File: src/rtl/lock_eval_pkg.sv
// Shared types and default sizing for the locked-multiplier
// corruption monitor.
package lock_eval_pkg;

  typedef enum logic [1:0] {
    IDLE,
    RUN,
    DRAIN,
    DONE
  } state_e;

  localparam int DEF_WIDTH       = 8;
  localparam int DEF_KEY_W       = 32;
  localparam int DEF_CNT_W       = 32;
  localparam int DEF_NUM_VECTORS = 10001;

  function automatic int pop_w(input int width);
    return $clog2(2 * width + 1);
  endfunction

  localparam int POP_W = pop_w(DEF_WIDTH);

endpackage

File: src/rtl/hamming_popcount.sv
// Combinational population count of a 2*WIDTH-bit vector.
// Output is wide enough to hold the all-ones count.
module hamming_popcount
  import lock_eval_pkg::*;
#(
  parameter int WIDTH = DEF_WIDTH
) (
  input  logic [2*WIDTH-1:0]      i_vec,
  output logic [pop_w(WIDTH)-1:0] o_count
);

  localparam int PW = pop_w(WIDTH);

  always_comb begin
    o_count = '0;
    for (int k = 0; k < 2 * WIDTH; k++) begin
      o_count = o_count + PW'(i_vec[k]);
    end
  end

endmodule

File: src/rtl/lock_corruption_monitor.sv
// Counts vectors, mismatching vectors and flipped result bits
// of a locked multiplier over one run of NUM_VECTORS accepts.
module lock_corruption_monitor
  import lock_eval_pkg::*;
#(
  parameter int WIDTH       = DEF_WIDTH,
  parameter int NUM_VECTORS = DEF_NUM_VECTORS,
  parameter int CNT_W       = DEF_CNT_W,
  parameter int KEY_W       = DEF_KEY_W
) (
  input  logic               clk,
  input  logic               rst,
  input  logic               start_i,
  input  logic [KEY_W-1:0]   key_i,
  input  logic               valid_i,
  input  logic [WIDTH-1:0]   operand1_i,
  input  logic [WIDTH-1:0]   operand2_i,
  input  logic [2*WIDTH-1:0] result_i,
  output logic               busy_o,
  output logic               done_o,
  output logic [KEY_W-1:0]   key_o,
  output logic [CNT_W-1:0]   vec_count_o,
  output logic [CNT_W-1:0]   mismatch_count_o,
  output logic [CNT_W-1:0]   bitflip_count_o
);

  localparam int RW = 2 * WIDTH;
  localparam int PW = pop_w(WIDTH);
  localparam int AW = $clog2(NUM_VECTORS + 1);
  localparam int SW = ((CNT_W > PW) ? CNT_W : PW) + 1;
  localparam logic [CNT_W-1:0] CMAX = '1;

  state_e r_state;
  state_e w_next;

  logic [AW-1:0] r_acc;
  logic          w_start;
  logic          w_accept;
  logic          w_last;

  logic             r_s1_v;
  logic [WIDTH-1:0] r_s1_op1;
  logic [WIDTH-1:0] r_s1_op2;
  logic [RW-1:0]    r_s1_res;
  logic             r_s2_v;
  logic [RW-1:0]    r_s2_gold;
  logic [RW-1:0]    r_s2_res;
  logic             r_s3_v;
  logic             r_s3_nz;
  logic [PW-1:0]    r_s3_pop;

  logic [RW-1:0]    w_diff;
  logic [PW-1:0]    w_pop;
  logic [SW-1:0]    w_bf_sum;
  logic [CNT_W-1:0] w_bf_next;

  assign w_start  = start_i && (r_state == IDLE || r_state == DONE);
  assign w_accept = valid_i && (r_state == RUN);
  assign w_last   = w_accept && (r_acc == AW'(NUM_VECTORS - 1));

  always_ff @(posedge clk) begin
    if (rst) r_state <= IDLE;
    else     r_state <= w_next;
  end

  always_comb begin
    w_next = r_state;
    unique case (r_state)
      IDLE, DONE: if (w_start) w_next = RUN;
      RUN:        if (w_last) w_next = DRAIN;
      DRAIN:      if (!(r_s1_v || r_s2_v || r_s3_v)) w_next = DONE;
      default:    w_next = IDLE;
    endcase
  end

  always_ff @(posedge clk) begin
    if (rst) begin
      r_acc <= '0;
      key_o <= '0;
    end else if (w_start) begin
      r_acc <= '0;
      key_o <= key_i;
    end else if (w_accept) begin
      r_acc <= r_acc + AW'(1);
    end
  end

  // Fixed-latency pipeline: capture, golden multiply, compare.
  always_ff @(posedge clk) begin
    if (rst) begin
      r_s1_v    <= 1'b0;
      r_s1_op1  <= '0;
      r_s1_op2  <= '0;
      r_s1_res  <= '0;
      r_s2_v    <= 1'b0;
      r_s2_gold <= '0;
      r_s2_res  <= '0;
      r_s3_v    <= 1'b0;
      r_s3_nz   <= 1'b0;
      r_s3_pop  <= '0;
    end else begin
      r_s1_v    <= w_accept;
      r_s1_op1  <= operand1_i;
      r_s1_op2  <= operand2_i;
      r_s1_res  <= result_i;
      r_s2_v    <= r_s1_v;
      r_s2_gold <= RW'(r_s1_op1) * RW'(r_s1_op2);
      r_s2_res  <= r_s1_res;
      r_s3_v    <= r_s2_v;
      r_s3_nz   <= |w_diff;
      r_s3_pop  <= w_pop;
    end
  end

  assign w_diff = r_s2_res ^ r_s2_gold;

  hamming_popcount #(
    .WIDTH(WIDTH)
  ) u_pop (
    .i_vec  (w_diff),
    .o_count(w_pop)
  );

  assign w_bf_sum  = SW'(bitflip_count_o) + SW'(r_s3_pop);
  assign w_bf_next = (w_bf_sum > SW'(CMAX)) ? CMAX
                                            : w_bf_sum[CNT_W-1:0];

  always_ff @(posedge clk) begin
    if (rst || w_start) begin
      vec_count_o      <= '0;
      mismatch_count_o <= '0;
      bitflip_count_o  <= '0;
    end else if (r_s3_v) begin
      if (vec_count_o != CMAX)
        vec_count_o <= vec_count_o + CNT_W'(1);
      if (r_s3_nz && mismatch_count_o != CMAX)
        mismatch_count_o <= mismatch_count_o + CNT_W'(1);
      bitflip_count_o <= w_bf_next;
    end
  end

  assign busy_o = (r_state == RUN) || (r_state == DRAIN);
  assign done_o = (r_state == DONE);

endmodule

File: config.mk
export PLATFORM = sky130hd
export DESIGN_NAME = lock_corruption_monitor
export DESIGN_NICKNAME = d
export VERILOG_FILES = /design/src/rtl/lock_eval_pkg.sv /design/src/rtl/hamming_popcount.sv /design/src/rtl/lock_corruption_monitor.sv
export SDC_FILE = /design/constraint.sdc
export NUM_CORES = 1
export LEC_CHECK = 0
export CORE_UTILIZATION = 50
export DETAILED_ROUTE_END_ITERATION = 10
export PLACE_DENSITY = 0.84
export SYNTH_ARGS = -nofsm -noshare
export SYNTH_HDL_FRONTEND = slang
export SYNTH_HIERARCHICAL = 1
export SYNTH_SLANG_ARGS = --single-unit
File: constraint.sdc
create_clock -name clk -period 5.2 [get_ports clk]
set_input_delay 0.52 -clock clk [delete_from_list [all_inputs] [get_ports clk]]
set_output_delay 0.52 -clock clk [all_outputs]
set_load 0.03 [all_outputs]
---- Yosys cells after proc, flatten, opt, wreduce, memory -nomap -nowiden ----
Index checks and enable logic that the tools add are counted.
storage, ports and cells
  register bits after elaboration ......... 217
  input port bits ......................... 68
  output and inout bits ................... 130
  logic and storage cells ................. 68
operators by class
  add/sub/neg operators ................... 19
  multiply operators ...................... 1
  order comparisons ....................... 1
  eq/ne operators ......................... 9
  muxes and demuxes ....................... 5
  bitwise gates (word level) .............. 1
  reduce and logical (&&, ||, !) cells .... 16
operators with widths
  operator               count
  $add 5x1->5            14
  $add 32x1->32 const B  2
  $ne 32x32->1 const B   2
  $add 32x5->33          1
  $gt 33x32->1 const B   1
  $mux 32                1
  $mul 8x8->16           1
  $reduce_or 16->1       1
  $xor 16x16->16         1
  $add 14x1->14 const B  1
  $eq 14x14->1 const B   1
  $mux 2                 3
  $ne 2x2->1 const B     3
  $pmux 2 s3             1
  $logic_or 1x1->1       5
  $eq 2x2->1 const B     2
  $logic_and 1x1->1      4
  $reduce_and 2->1       2
  $reduce_or 2->1        2
  $reduce_and 3->1       1
  $add 1x1->2            1
  $eq 2x1->1 const B     1
  $logic_not 2->1        1

---- Logic depth before layout (Yosys ltp) ----
  word-level depth ........................ 16
  mapped depth ............................ 16
  gate-level depth less buffers ........... 16

---- Modules after synthesis ----
Netlist, hierarchy kept.
modules (own cells, without submodules)
  module                   instances  cells an instance  area each (um^2)  sequential area each (um^2)
  lock_corruption_monitor  1          1217               10854.2           4344.2
  hamming_popcount         1          47                 407.9             0.0

---- Worst setup path before layout ----
OpenSTA, ideal clock, no wires.
  path type ............................... register -> register
  start point ............................. register r_s1_op2[7]
  end point ............................... register r_s2_gold[15]
  data arrival time ....................... 4402 ps
  path slack .............................. 671 ps
  stages on the path, launching flop included .. 15
  path buffers ............................ 0
  path through ............................ dfxtp_1 > nand2_1 > fa_1 > fa_1 > inv_1 > fa_1 > inv_1 > fa_1 > inv_1 > ha_1 > o2111ai_1 > nand3_1 > o41ai_1 > mux2_2 > or3_1
on the way
  word-level cells in the longest chain between the ends .. 1
RTL lines
  element                 line                            RTL
  start, declared         lock_corruption_monitor.sv:43   logic [WIDTH-1:0] r_s1_op2;
  start signal, assigned  lock_corruption_monitor.sv:104  r_s1_op2 <= operand2_i;
  $mul 8x8->16            lock_corruption_monitor.sv:107  r_s2_gold <= RW'(r_s1_op1) * RW'(r_s1_op2);
  end signal, assigned    lock_corruption_monitor.sv:107
  end, declared           lock_corruption_monitor.sv:46   logic [RW-1:0] r_s2_gold;
Every way passes these cells.
A chain may end at the register's enable or synchronous reset.

---- Worst setup path in the final report ----
Same ends and word-level chain as after synthesis.

==> run_results.csv <==
group,metric,value,unit
run_status,outcome,"finished with violations",
run_status,violations,"design-rule violations",
cells_and_area,fin_nets,1619,
power,pwr-share-clk,0.391,
grt,grt_pass1_vias,9136,
clock_tree,cts_made_buffers,24,
synthesis,ys_ff_latch,217,
route,postRouteAntennaNets,0,
cells_and_area,drive_gt1_frac,0.04908,
worst_setup_path,cp.arrival,5.23,ns
worst_setup_path,slowest_delay,0.55,ns
floorplanning,die_area,23130,um2
worst_setup_path,critPathRequiredTime,5.59,ns
clock_tree,cts-htree-levels,1,
synthesis,synthCells,1264,
synthesis,async_reset_ff_frac,0,
cells_and_area,num_antenna_cells,0,
sta,maxSlewHeadroom,0.1623,
power,ir_drop,0.2652,mV
worst_setup_path,crit_type,"reg -> reg",
route,drc,34,
sta,max_freq,206.8,MHz
clock_tree,post_cts_buffers,0,
placement,portBuffers,197,
clock_tree,cts_hold_buf,0,
power,p_int,3328,uW
placement,place_ws,0.3585,ns
grt,grtUsageTotal,0.2213,
worst_setup_path,worstSetupStartpointType,"flop",
synthesis,synth_cell_types,59,
power,power_frac_seq,0.391,
power,sw_frac_of_total,0.2882,
worst_setup_path,crit_top_cell,"fa_1",
sta,tightest_slew,1.257,ns
grt,antenna_found_initial,0,
clock_tree,clk_latency,0.52,ns
floorplanning,core_area,21960,um2
cells_and_area,fin_area,14320,um2
placement,gp_congestion,0.9010,
power,p_sw,1347,uW
power,power_density,326.5,nW/um2
clock_tree,clk_transition_reported_paths,0.06,ns
synthesis,syn-num-nets,1433,
worst_hold_path,min_path_type,"in -> reg",
floorplanning,start_util,0.5129,
grt,grt_max_degree,76,
route,vias,9298,
grt,grt_pass1_wl,43.24,mm
clock_tree,clockBufferDepth,3,
worst_setup_path,critPathBufInv,3,
power,p_leak,0.005741,uW
route,wl_per_cell,14.60,um
synthesis,synth-edff-count,0,
cells_and_area,num-fill-cells,1757,
cells_and_area,area_growth,27.14,%
placement,place_area,13460,um2
clock_tree,cts_tree,"built",
synthesis,ys.flop_type,"dfxtp_1",
worst_setup_path,crit_family,"adder cells",
sta,clock_skew,0.01743,ns
grt,grt_remaining_overflow,0,
sta,hold_viol,0,
sta,fin_crit_sh,0.9300,
sta,drv_slew,0,
floorplanning,ios,198,
synthesis,synth_area,11260,um2
clock_tree,root_buffer,"clkbuf_16",
synthesis,yosysSeqAreaShare,0.3857,
worst_setup_path,critPathMaxFanout,8,
power,combPwrFrac,0.218,
sta,min_period,4.836,ns
worst_setup_path,crit_chain,"nand2_1, fa_1, fa_1, inv_1, fa_1, inv_1, fa_1, inv_1, ha_1, o2111ai_1, nand3_1, o41ai_1, mux2_2, or3_1",
worst_setup_path,cp-end-kind,"flop",
floorplanning,die_h,152.1,um
route,firstDrtPassIters,8,
sta,rsz0062_at_grt,"false",
sta,setup_viol,0,
flow_run,cap_viol_max_count,0,
clock_tree,post_cts_resized,0,
sta,tns,0,ns
clock_tree,cts_sinks,217,
floorplanning,fp-row-count,54,
sta,worst_hold_slack,0.4202,ns
route,viasPerCell,5.322,
synthesis,avgSynthCellArea,8.910,um2
floorplanning,die_width,152.1,um
sta,setup_ws,0.3638,ns
worst_setup_path,slowest_stage,"fa_1",
route,drt-initial-drc-count,488,
route,finalWirelength,25.51,mm
placement,place_hpwl,18.32,mm
synthesis,yosys_warnings,6,
-- routing by layer --
layer  track usage  routed length [um]  vias up
met3       0.04107                1378       44
met2        0.3902               12410      252
met5             0                   0        -
li1              -                   -     4642
met4       0.05928                 494        0
met1        0.2770               11230     4360
-- cell type report --
type	instances	area (um2)	area share
flip-flops and latches	217	4344	0.3034
inverters	92	345.3	0.02412
well taps	280	350.3	0.02447
clock inverters	13	209.0	0.01459
multi-input cells	913	6410	0.4477
clock buffers	30	653.1	0.04561
repair buffers	202	2007	0.1402
-- through the flow --
| stage | utilization | power, uW | std cells |
|---|---|---|---|
| after detailed placement | 0.6128 | 2896 | 1704 |
| after global routing | 0.6521 | 4928 | 1747 |
| final | 0.6521 | 4676 | 1747 |
| after CTS | 0.6521 | 4727 | 1747 |
| after global placement | 0.6128 | 2858 | 1704 |
| after floorplan | - | 2573 | 1264 |
-- cell families after synthesis --
group | count (synthesis) | synth area share
adders and majority gates | 101 | 0.1435
muxes | 3 | 0.002999
xor gates and xnor gates | 92 | 0.07155
AOI/OAI and AO/OA | 167 | 0.09488
buffers and inverters | 134 | 0.04533
DFF | 217 | 0.3857
and+or+nand+nor | 550 | 0.2560
-- power by group through the flow --
stage / clock network, uW / logic [uW] / registers [uW]
2_1_floorplan: 0 / 623 / 1950
3_3_place_gp: 0 / 1000 / 1860
3_5_place_dp: 0 / 1030 / 1860
4_1_cts: 1860 / 1030 / 1830
5_1_grt: 1940 / 1150 / 1840
6_report: 1830 / 1020 / 1830
-- cell usage in the layout (no fill, tap or decap), drive strengths merged, types with 9 or more instances in the layout --
cell | Yosys | final
xor2 | 72 | 72
nor4 | 13 | 13
or3 | 16 | 16
xnor2 | 20 | 20
a31oi | 9 | 9
nand4 | 34 | 34
ha | 54 | 54
and3 | 34 | 34
nor2b | 64 | 64
nor2 | 102 | 102
a41oi | 9 | 9
nor3 | 28 | 28
fa | 47 | 47
nand3 | 47 | 47
and4 | 12 | 12
a21oi | 67 | 67
clkbuf | 37 | 30
o21ai | 37 | 37
clkdlybuf4s50 | 0 | 196
dfxtp | 217 | 217
nand2 | 124 | 124
inv | 92 | 92
and2 | 61 | 61
-- Yosys cell counts, types with 3 or more instances --
cell type | instances | area [um2]
a211oi_1 | 5 | 37.54
a21o_1 | 5 | 37.54
a21oi_1 | 66 | 330.3
a311oi_1 | 5 | 43.79
a311oi_2 | 3 | 45.04
a31oi_1 | 9 | 56.30
a41oi_1 | 9 | 78.83
and2_1 | 61 | 381.6
and3_1 | 33 | 206.5
and4_1 | 12 | 105.1
buf_1 | 4 | 15.01
clkbuf_1 | 37 | 138.9
dfxtp_1 | 217 | 4344
fa_1 | 47 | 940.9
ha_1 | 54 | 675.7
inv_1 | 92 | 345.3
mux2_2 | 3 | 33.78
nand2_1 | 124 | 465.5
nand2b_1 | 3 | 18.77
nand3_1 | 45 | 225.2
nand4_1 | 34 | 212.7
nor2_1 | 102 | 382.9
nor2b_1 | 64 | 400.4
nor3_1 | 25 | 125.1
nor3_2 | 3 | 30.03
nor4_1 | 11 | 68.82
o21a_1 | 3 | 22.52
o21ai_0 | 36 | 180.2
o22ai_1 | 3 | 18.77
o41ai_1 | 3 | 26.28
or2_2 | 4 | 25.02
or3_1 | 16 | 100.1
xnor2_1 | 20 | 175.2
xor2_1 | 72 | 630.6
-- registers in the layout (all words and copies together), names as in the netlist --
signal / flops
bitflip_count_o: 32
key_o: 32
mismatch_count_o: 32
r_acc: 14
r_s1_op1: 8
r_s1_op2: 8
r_s1_res: 16
r_s1_v: 1
r_s2_gold: 16
r_s2_res: 16
r_s2_v: 1
r_s3_nz: 1
r_s3_pop: 5
r_s3_v: 1
r_state: 2
vec_count_o: 32
-- path summary, 6_finish.rpt --
check | start | end | slack, ns | depth (start not counted)
min | rst | r_s2_gold[4]$_SDFF_PP0_ | 0.42 | 2
max | r_s1_op2[7]$_SDFF_PP0_ | r_s2_gold[15]$_SDFF_PP0_ | 0.36 | 14
max reg2reg | r_s1_op2[7]$_SDFF_PP0_ | r_s2_gold[15]$_SDFF_PP0_ | 0.36 | 14
min reg2reg | r_s1_res[8]$_SDFF_PP0_ | r_s2_res[8]$_SDFF_PP0_ | 0.44 | 1
Power figures use the tool's default switching activity.
